**config.mk**
```make
export PLATFORM = sky130hd
export DESIGN_NAME = seg7_scan_driver
export DESIGN_NICKNAME = d
export VERILOG_FILES = /design/src/rtl/seg7_scan_driver.sv
export SDC_FILE = /design/constraint.sdc
export NUM_CORES = 1
export LEC_CHECK = 0
export CAP_MARGIN = 20
export CORE_UTILIZATION = 30
export CTS_CLUSTER_SIZE = 24
export DETAILED_ROUTE_END_ITERATION = 8
export PLACE_DENSITY_LB_ADDON = 0.25
export SLEW_MARGIN = 40
export SYNTH_ARGS = -nofsm -noshare
export SYNTH_HDL_FRONTEND = slang
export SYNTH_SLANG_ARGS = --single-unit
```
**constraint.sdc**
```tcl
create_clock -name clk -period 5.5 [get_ports clk]
set_clock_uncertainty 0.05 [all_clocks]
set_input_delay 1.1 -clock clk [delete_from_list [all_inputs] [get_ports clk]]
set_output_delay 1.1 -clock clk [all_outputs]
set_load 0.02 [all_outputs]
```
**src/rtl/seg7_scan_driver.sv**
```systemverilog
// Four-digit multiplexed 7-segment driver with prescaled scan, tear-free
// frame-aligned display updates and optional leading-zero blanking.
module seg7_scan_driver #(
    parameter int DIV_WIDTH = 16
) (
    input  logic        clk,
    input  logic        reset,
    input  logic        enable,
    input  logic [15:0] data_in,
    input  logic        load,
    input  logic        blank_lz,
    output logic [3:0]  en,
    output logic [6:0]  y,
    output logic        frame_done
);

    localparam logic [DIV_WIDTH-1:0] PRESC_MAX = {DIV_WIDTH{1'b1}};
    localparam logic [DIV_WIDTH-1:0] PRESC_ONE = {{(DIV_WIDTH-1){1'b0}}, 1'b1};

    logic [DIV_WIDTH-1:0] presc_r;
    logic [1:0]           idx_r;
    logic [15:0]          shadow_r;
    logic [15:0]          pending_r;
    logic                 pending_valid_r;
    logic [3:0]           en_r;
    logic [6:0]           y_r;
    logic                 frame_done_r;

    logic                 tick_s;
    logic                 wrap_s;
    logic [3:0]           nibble_s;
    logic                 blank_s;
    logic [3:0]           en_next_s;
    logic [6:0]           y_next_s;

    // Active-low segment pattern {g,f,e,d,c,b,a} for one hex digit.
    function automatic logic [6:0] hex7(input logic [3:0] v);
        case (v)
            4'h0:    hex7 = 7'h40;
            4'h1:    hex7 = 7'h79;
            4'h2:    hex7 = 7'h24;
            4'h3:    hex7 = 7'h30;
            4'h4:    hex7 = 7'h19;
            4'h5:    hex7 = 7'h12;
            4'h6:    hex7 = 7'h02;
            4'h7:    hex7 = 7'h78;
            4'h8:    hex7 = 7'h00;
            4'h9:    hex7 = 7'h10;
            4'hA:    hex7 = 7'h08;
            4'hB:    hex7 = 7'h03;
            4'hC:    hex7 = 7'h46;
            4'hD:    hex7 = 7'h21;
            4'hE:    hex7 = 7'h06;
            4'hF:    hex7 = 7'h0E;
            default: hex7 = 7'h7F;
        endcase
    endfunction

    assign tick_s = enable && (presc_r == PRESC_MAX);
    assign wrap_s = tick_s && (idx_r == 2'd3);

    // Select the current digit's nibble and decide whether it is a leading zero.
    always_comb begin
        nibble_s = 4'h0;
        blank_s  = 1'b0;
        case (idx_r)
            2'd0: begin
                nibble_s = shadow_r[3:0];
                blank_s  = 1'b0;
            end
            2'd1: begin
                nibble_s = shadow_r[7:4];
                blank_s  = blank_lz && (shadow_r[15:4] == 12'h000);
            end
            2'd2: begin
                nibble_s = shadow_r[11:8];
                blank_s  = blank_lz && (shadow_r[15:8] == 8'h00);
            end
            2'd3: begin
                nibble_s = shadow_r[15:12];
                blank_s  = blank_lz && (shadow_r[15:12] == 4'h0);
            end
            default: begin
                nibble_s = 4'h0;
                blank_s  = 1'b0;
            end
        endcase
    end

    // Next-cycle digit enable and segment pattern.
    always_comb begin
        en_next_s = 4'b1111;
        y_next_s  = 7'h7F;
        if (enable && !blank_s) begin
            en_next_s = ~(4'b0001 << idx_r);
            y_next_s  = hex7(nibble_s);
        end else begin
            en_next_s = 4'b1111;
            y_next_s  = 7'h7F;
        end
    end

    // Prescaler and digit index; both freeze while scanning is disabled.
    always_ff @(posedge clk) begin
        if (!reset) begin
            presc_r <= {DIV_WIDTH{1'b0}};
            idx_r   <= 2'd0;
        end else if (enable) begin
            presc_r <= presc_r + PRESC_ONE;
            if (tick_s) begin
                idx_r <= idx_r + 2'd1;
            end else begin
                idx_r <= idx_r;
            end
        end else begin
            presc_r <= presc_r;
            idx_r   <= idx_r;
        end
    end

    // Shadow only changes at a frame boundary or while the display is dark.
    always_ff @(posedge clk) begin
        if (!reset) begin
            shadow_r        <= 16'h0000;
            pending_r       <= 16'h0000;
            pending_valid_r <= 1'b0;
        end else if (load && (wrap_s || !enable)) begin
            shadow_r        <= data_in;
            pending_r       <= data_in;
            pending_valid_r <= 1'b0;
        end else if (load) begin
            pending_r       <= data_in;
            pending_valid_r <= 1'b1;
        end else if (wrap_s && pending_valid_r) begin
            shadow_r        <= pending_r;
            pending_valid_r <= 1'b0;
        end else begin
            shadow_r        <= shadow_r;
            pending_r       <= pending_r;
            pending_valid_r <= pending_valid_r;
        end
    end

    // Registered display outputs and end-of-frame pulse.
    always_ff @(posedge clk) begin
        if (!reset) begin
            en_r         <= 4'b1111;
            y_r          <= 7'h7F;
            frame_done_r <= 1'b0;
        end else begin
            en_r         <= en_next_s;
            y_r          <= y_next_s;
            frame_done_r <= wrap_s;
        end
    end

    assign en         = en_r;
    assign y          = y_r;
    assign frame_done = frame_done_r;

endmodule

```
==> Yosys cells after proc, flatten, opt, wreduce, memory -nomap -nowiden <==
Memory sizes are Yosys's and may differ from the RTL's. A register that Yosys moved wholly into a read port is not among the register bits.
Index checks and enable logic that the tools add are counted.
{ "classes": {"shift": 1, "eq_ne": 5, "mux": 9, "n_reduce_logical": 23, "n_bitwise": 2, "n_addsub": 2} }
{ "op_table": {"columns": ["op", "n"], "rows": [
  ["$mux W16", 5],
  ["$add A16 B1 Y16 const B", 1],
  ["$eq A16 B16 Y1 const B", 1],
  ["$pmux W4 S4", 1],
  ["$logic_not A12 Y1", 1],
  ["$logic_and A1 B1 Y1", 8],
  ["$logic_not A8 Y1", 1],
  ["$reduce_and A2 Y1", 3],
  ["$reduce_bool A2 Y1", 3],
  ["$eq A2 B2 Y1 const B", 2],
  ["$logic_not A4 Y1", 1],
  ["$not A4 Y4", 1],
  ["$pmux W1 S4", 1],
  ["$shl A1 B2 Y4 const A", 1],
  ["$logic_not A1 Y1", 3],
  ["$add A2 B1 Y2 const B", 1],
  ["$eq A2 B1 Y1 const B", 1],
  ["$logic_not A2 Y1", 1],
  ["$mux W1", 2],
  ["$ne A2 B1 Y1 const B", 1],
  ["$reduce_or A2 Y1", 1],
  ["$logic_or A1 B1 Y1", 1],
  ["$not A1 Y1", 1]
]} }
{ "totals": {"memories": 1, "output_inout_bits": 12, "wordCells": 50, "romBits": 112, "ff_bits": 56} }
{ "mem_list": {"columns": ["memory", "words", "width", "rd", "rd_ports_with_merged_regs", "write_ports", "line", "rtl"], "rows": [
  ["(name not given)", 16, 7, 1, 1, 0, "38", "case (v)"]
]} }

==> Depth between registers and ports, before layout <==
{ "logic_depth": {"depth_word": 7, "mapped_depth": 10} }

==> Worst setup path before layout <==
OpenSTA, ideal clock, no wires.
{ "synth_timing": {"path_kind": "input-to-reg", "from": "input enable", "to": "register shadow_r[10]", "setup_time_ns": 0.136, "slack_ns": 3.056, "t_arrival_ns": 2.258, "path_stages": 7, "required_ns": 5.314, "path_cell_list": "buf_6 -> and4_4 -> and4_1 -> buf_4 -> a31oi_2 -> clkbuf_1 -> a31oi_1"} }
{ "synth_via": {"elab_chain_len": 6} }
{ "synth_lines": {"columns": ["item", "line", "rtl"], "rows": [
  ["start, declared", "8", "input logic enable,"],
  ["$logic_and A1 B1 Y1", "59", "assign tick_s = enable && (presc_r == PRESC_MAX);"],
  ["$logic_and A1 B1 Y1", "60", "assign wrap_s = tick_s && (idx_r == 2'd3);"],
  ["$logic_or A1 B1 Y1", "127", "end else if (load && (wrap_s || !enable)) begin"],
  ["$logic_and A1 B1 Y1", "127", null],
  ["$ne A2 B1 Y1 (no line) or $reduce_bool A2 Y1 (tied branches)", null, null],
  ["$reduce_and A2 Y1 (no line)", null, null],
  ["end signal, assigned", "128", "shadow_r <= data_in;"],
  ["end signal, assigned", "135", "shadow_r <= pending_r;"],
  ["end signal, assigned", "138", "shadow_r <= shadow_r;"],
  ["end, declared", "22", "logic [15:0] shadow_r;"]
]} }
Several ways; a longest one is shown, not always the timed one.
A chain may end at the register's enable or synchronous reset.

==> Final worst setup path <==
{ "layout_timing": {"from": "input enable", "to": "register shadow_r[3]"} }
The elaborated chain is that of the path after synthesis.

==> parameters.txt <==
Parameter                              Value

Global route
  Number of global-route vias before repair ... 2,203
  Global route total overflow ... 0
  Maximum number of pins on one net before global-route repair ... 54
  Overall Global Routing Usage ... 13.1%
  First-pass GRT wire length ... 10.2 mm
  Initial antenna violation count ... 0

Min path
  Type of the tightest min-delay check ... reg2reg
  Hold Startpoint ... pending_r[8]
  Hold path cells ... 2
  Endpoint, Worst Hold ... shadow_r[8]

Placed design
  Final weighted congestion in routability-driven placement ... 0.781
  Post-detailed-placement cell area ... 3300 sq um
  Detailed placement HPWL ... 4.01 mm
  Placed cell count ... 458
  Setup slack at placement ... 1.98 ns
  Count of buffers inserted at the top-level ports ... 32

Synth
  Post-synthesis xor/xnor area fraction ... 4.25%
  Part of the Yosys area used for sequential elements ... 43.7%
  Number of unique standard cell types used by synthesis ... 36
  Multiplexer share of the synthesized area ... 8.88%
  FF+latch count, synth ... 63
  Combinational family with the most area after synthesis ... simple AND/OR/NAND/NOR gates
  Syn Area/Cell ... 9.26 sq um
  Synth Area in Compound Gates ... 12.6%
  Netlist area before placement ... 2890 sq um
  Simple-gate portion of the synthesized area ... 21.4%
  Area share of fa/ha/maj cells after synthesis ... 4.77%
  Synthesis Warnings ... 0
  Mapped Nets ... 344
  Synthesized instance count ... 312

STA
  Share of the cycle needed by the critical path after routing ... 56.9%
  Setup TNS ... 0 ns
  Worst relative slew slack ... 53.9%
  Fin worst setup slack ... 2.37 ns
  Maximum clock frequency ... 320 MHz
  Clock period minus final worst setup slack ... 3.13 ns
  Setup repair after global routing missed its margin ... false
  Worst Tran Pin Value ... 0.692 ns
  Total count of max-transition violations in the final report ... 0
  Hold Violations, Final ... 0
  Final setup vio count ... 0

Setup path
  Total number of cells along the worst setup path ... 6
  Launch point of the worst reg-to-reg path ... idx_r[1]
  Reg2reg path depth ... 10
  Critical path launch point ... enable
  Worst setup path class ... in2reg
  Crit path max-delay cell type ... sky130_fd_sc_hd__clkdlybuf4s50_1
  CP Launch Type ... input pin
  Highest fanout seen on the critical path ... 16
  Internal reg-to-reg setup slack ... 3.00 ns
  Reg-to-reg endpoint ... y[3]
  Number of buffer and inverter instances along the worst setup path ... 1
  Critical path, cell by cell ... clkdlybuf4s50_1 -> and4_4 -> and4_1 -> and3_1 -> nand2_1 -> a31oi_1
  Category of the worst setup path capture point ... register
  Data arrival time of the critical path ... 3.35 ns
  CP max stage delay ... 0.66 ns
  Worst EP required ... 5.72 ns
  Family with the most delay on the worst path ... simple AND/OR/NAND/NOR gates

Route
  WL/cell ... 12.3 microns
  Vias after detailed routing ... 2,204
  Via-to-Cell Ratio ... 4.65
  Met3 wirelength from detailed routing ... 194 microns
  Highest metal used ... met4
  Final routed DRC violation total ... 0
  Routed wire length on met2 ... 2.69 mm
  Remaining number of nets flagged by the antenna check after routing ... 0
  Number of DRC markers in iteration 0 ... 75
  Metal1 wirelength ... 2.87 mm
  First drt pass iteration count ... 6
  Final wirelength ... 5.83 mm

Die
  Die footprint ... 10,000 sq um
  Core area ... 9280 sq um
  Height of the die ... 100 microns
  Die outline width ... 100 microns
  Number of primary I/O pins ... 33
  Num rows ... 35
  Initial Utilization ... 31.1%

Pwr
  Power density normalized to cell area ... 282 nW/um^2
  Worst vdd rail ir drop ... 0.133 mV
  Leakage power ... 0.00131 uW

Clock network
  Clk Tree Root Cell ... sky130_fd_sc_hd__clkbuf_8
  Clock-pin transition on the worst setup and hold timing paths ... 0.07 ns
  Clock tree from TritonCTS ... done
  Number of buffers inserted for hold repair after clock tree synthesis ... 0
  CTS H-tree depth ... 3
  Max Root-Sink Buffers ... 2
  Gates resized, CTS repair ... 0
  Post-CTS setup buffer count ... 0
  CTS buffer count ... 9
  Source-to-sink clock delay at the later pin of the worst-skew pair ... 0.34 ns
  CTS Sinks ... 63

Finish
  Design Area, Final ... 3500 sq um
  Fraction of layout instances using a drive strength above 1 ... 8.41%
  N_diodes ... 0
  Area growth from synthesis to layout ... 21.1%
  Most frequent standard cell in the layout excluding fill and tap cells ... sky130_fd_sc_hd__dfxtp_1
  Final layout net count ... 372
  Commonest cells after routing, fill and taps aside ... sky130_fd_sc_hd__dfxtp_1, sky130_fd_sc_hd__nand2_1, sky130_fd_sc_hd__clkdlybuf4s50_1
  Non-Filler Instances ... 474

Run
  Number of maximum-capacitance violations ... 0

Run status
  Result of the run ... finished clean
-- worst max-delay path by stage --
| stage | end | slack, ns |
|---|---|---|
| 3_3_place_gp | shadow_r[4] | 1.91 |
| 3_5_place_dp | shadow_r[3] | 1.98 |
| 4_1_cts | shadow_r[3] | 2.35 |
| 6_report | shadow_r[3] | 2.37 |
| 5_1_grt | shadow_r[6] | 2.17 |
| 2_1_floorplan | shadow_r[10] | 3.06 |
-- final cells by class --
| type | instances | area [sq um] |
|---|---|---|
| multi-input cells | 224 | 1510 |
| repair buffers | 34 | 335 |
| flip-flops and latches | 63 | 1260 |
| clock inverters | 6 | 60.1 |
| fillers | 1000 | 5790 |
| well taps | 129 | 161 |
| clock buffers | 10 | 138 |
| inverters | 8 | 30.0 |
-- flip-flops by register name, summed over array words and instances (netlist names) --
register,cells
idx_r,2
presc_r,16
y,7
shadow_r,16
pending_r,16
en,4
frame_done,1
pending_valid_r,1
-- where the power goes --
group	leakage (uW)	switching, uW	internal, uW
logic	0.000691	47.6	48.9
clock network	0.0000981	180	219
registers	0.000517	13.3	477
-- synthesized netlist by cell type --
master	n	area, sq um
sky130_fd_sc_hd__a21boi_0	2	15.0
sky130_fd_sc_hd__a21oi_1	4	20.0
sky130_fd_sc_hd__a21oi_2	2	17.5
sky130_fd_sc_hd__a222oi_1	4	40.0
sky130_fd_sc_hd__a31oi_1	17	106
sky130_fd_sc_hd__a31oi_2	1	12.5
sky130_fd_sc_hd__and2_1	14	87.6
sky130_fd_sc_hd__and3_1	4	25.0
sky130_fd_sc_hd__and4_1	6	52.6
sky130_fd_sc_hd__and4_4	1	11.3
sky130_fd_sc_hd__buf_2	5	25.0
sky130_fd_sc_hd__buf_4	1	7.51
sky130_fd_sc_hd__buf_6	2	22.5
sky130_fd_sc_hd__buf_8	1	15.0
sky130_fd_sc_hd__clkbuf_1	8	30.0
sky130_fd_sc_hd__dfxtp_1	63	1260
sky130_fd_sc_hd__ha_1	11	138
sky130_fd_sc_hd__inv_1	8	30.0
sky130_fd_sc_hd__mux2_2	5	56.3
sky130_fd_sc_hd__mux2i_1	20	200
sky130_fd_sc_hd__nand2_1	48	180
sky130_fd_sc_hd__nand2b_1	3	18.8
sky130_fd_sc_hd__nand3_1	6	30.0
sky130_fd_sc_hd__nand4_1	3	18.8
sky130_fd_sc_hd__nor2_1	4	15.0
sky130_fd_sc_hd__nor2b_1	22	138
sky130_fd_sc_hd__nor4_1	2	12.5
sky130_fd_sc_hd__nor4b_1	1	8.76
sky130_fd_sc_hd__o211ai_1	2	15.0
sky130_fd_sc_hd__o21ai_0	22	110
sky130_fd_sc_hd__o221ai_1	2	17.5
sky130_fd_sc_hd__o2bb2ai_1	1	8.76
sky130_fd_sc_hd__or2_2	1	6.26
sky130_fd_sc_hd__or3_1	2	12.5
sky130_fd_sc_hd__xnor2_1	11	96.3
sky130_fd_sc_hd__xor2_1	3	26.3
-- cells by family (layout without fill, tap and decap cells) --
| logic type | after synthesis | in the layout |
|---|---|---|
| AOI/OAI and AO/OA | 57 | 57 |
| xor gates and xnor gates | 14 | 14 |
| adders and majority gates | 11 | 11 |
| buffers and inverters | 25 | 58 |
| DFF | 63 | 63 |
| muxes | 25 | 25 |
| and+or+nand+nor | 117 | 117 |
-- through the flow --
step / power (uW) / hold WS, ns / utilization [%]
6_report: 986 / 0.428 / 37.7
5_1_grt: 1040 / 0.448 / 37.7
2_1_floorplan: 559 / 0.395 / -
3_3_place_gp: 596 / 0.413 / 35.4
3_5_place_dp: 598 / 0.413 / 35.5
4_1_cts: 1000 / 0.427 / 37.7
-- worst register-to-register path, delay by kind of cell, from the launching register on --
kind            cells  cell delay (ns)
compound gates      2             0.59
fa+ha+maj           2             0.55
mux                 2             0.42
flops               1             0.36
buf+inv             2             0.27
simple gates        2             0.15
-- per-layer routing --
metal  global-route usage (%)  up-vias
met4                     5.46        0
met1                     15.8     1020
li1                         -     1137
met5                        0        -
met2                     21.2       39
met3                     4.81        8
Note: power is estimated with default switching activity, not from simulation.
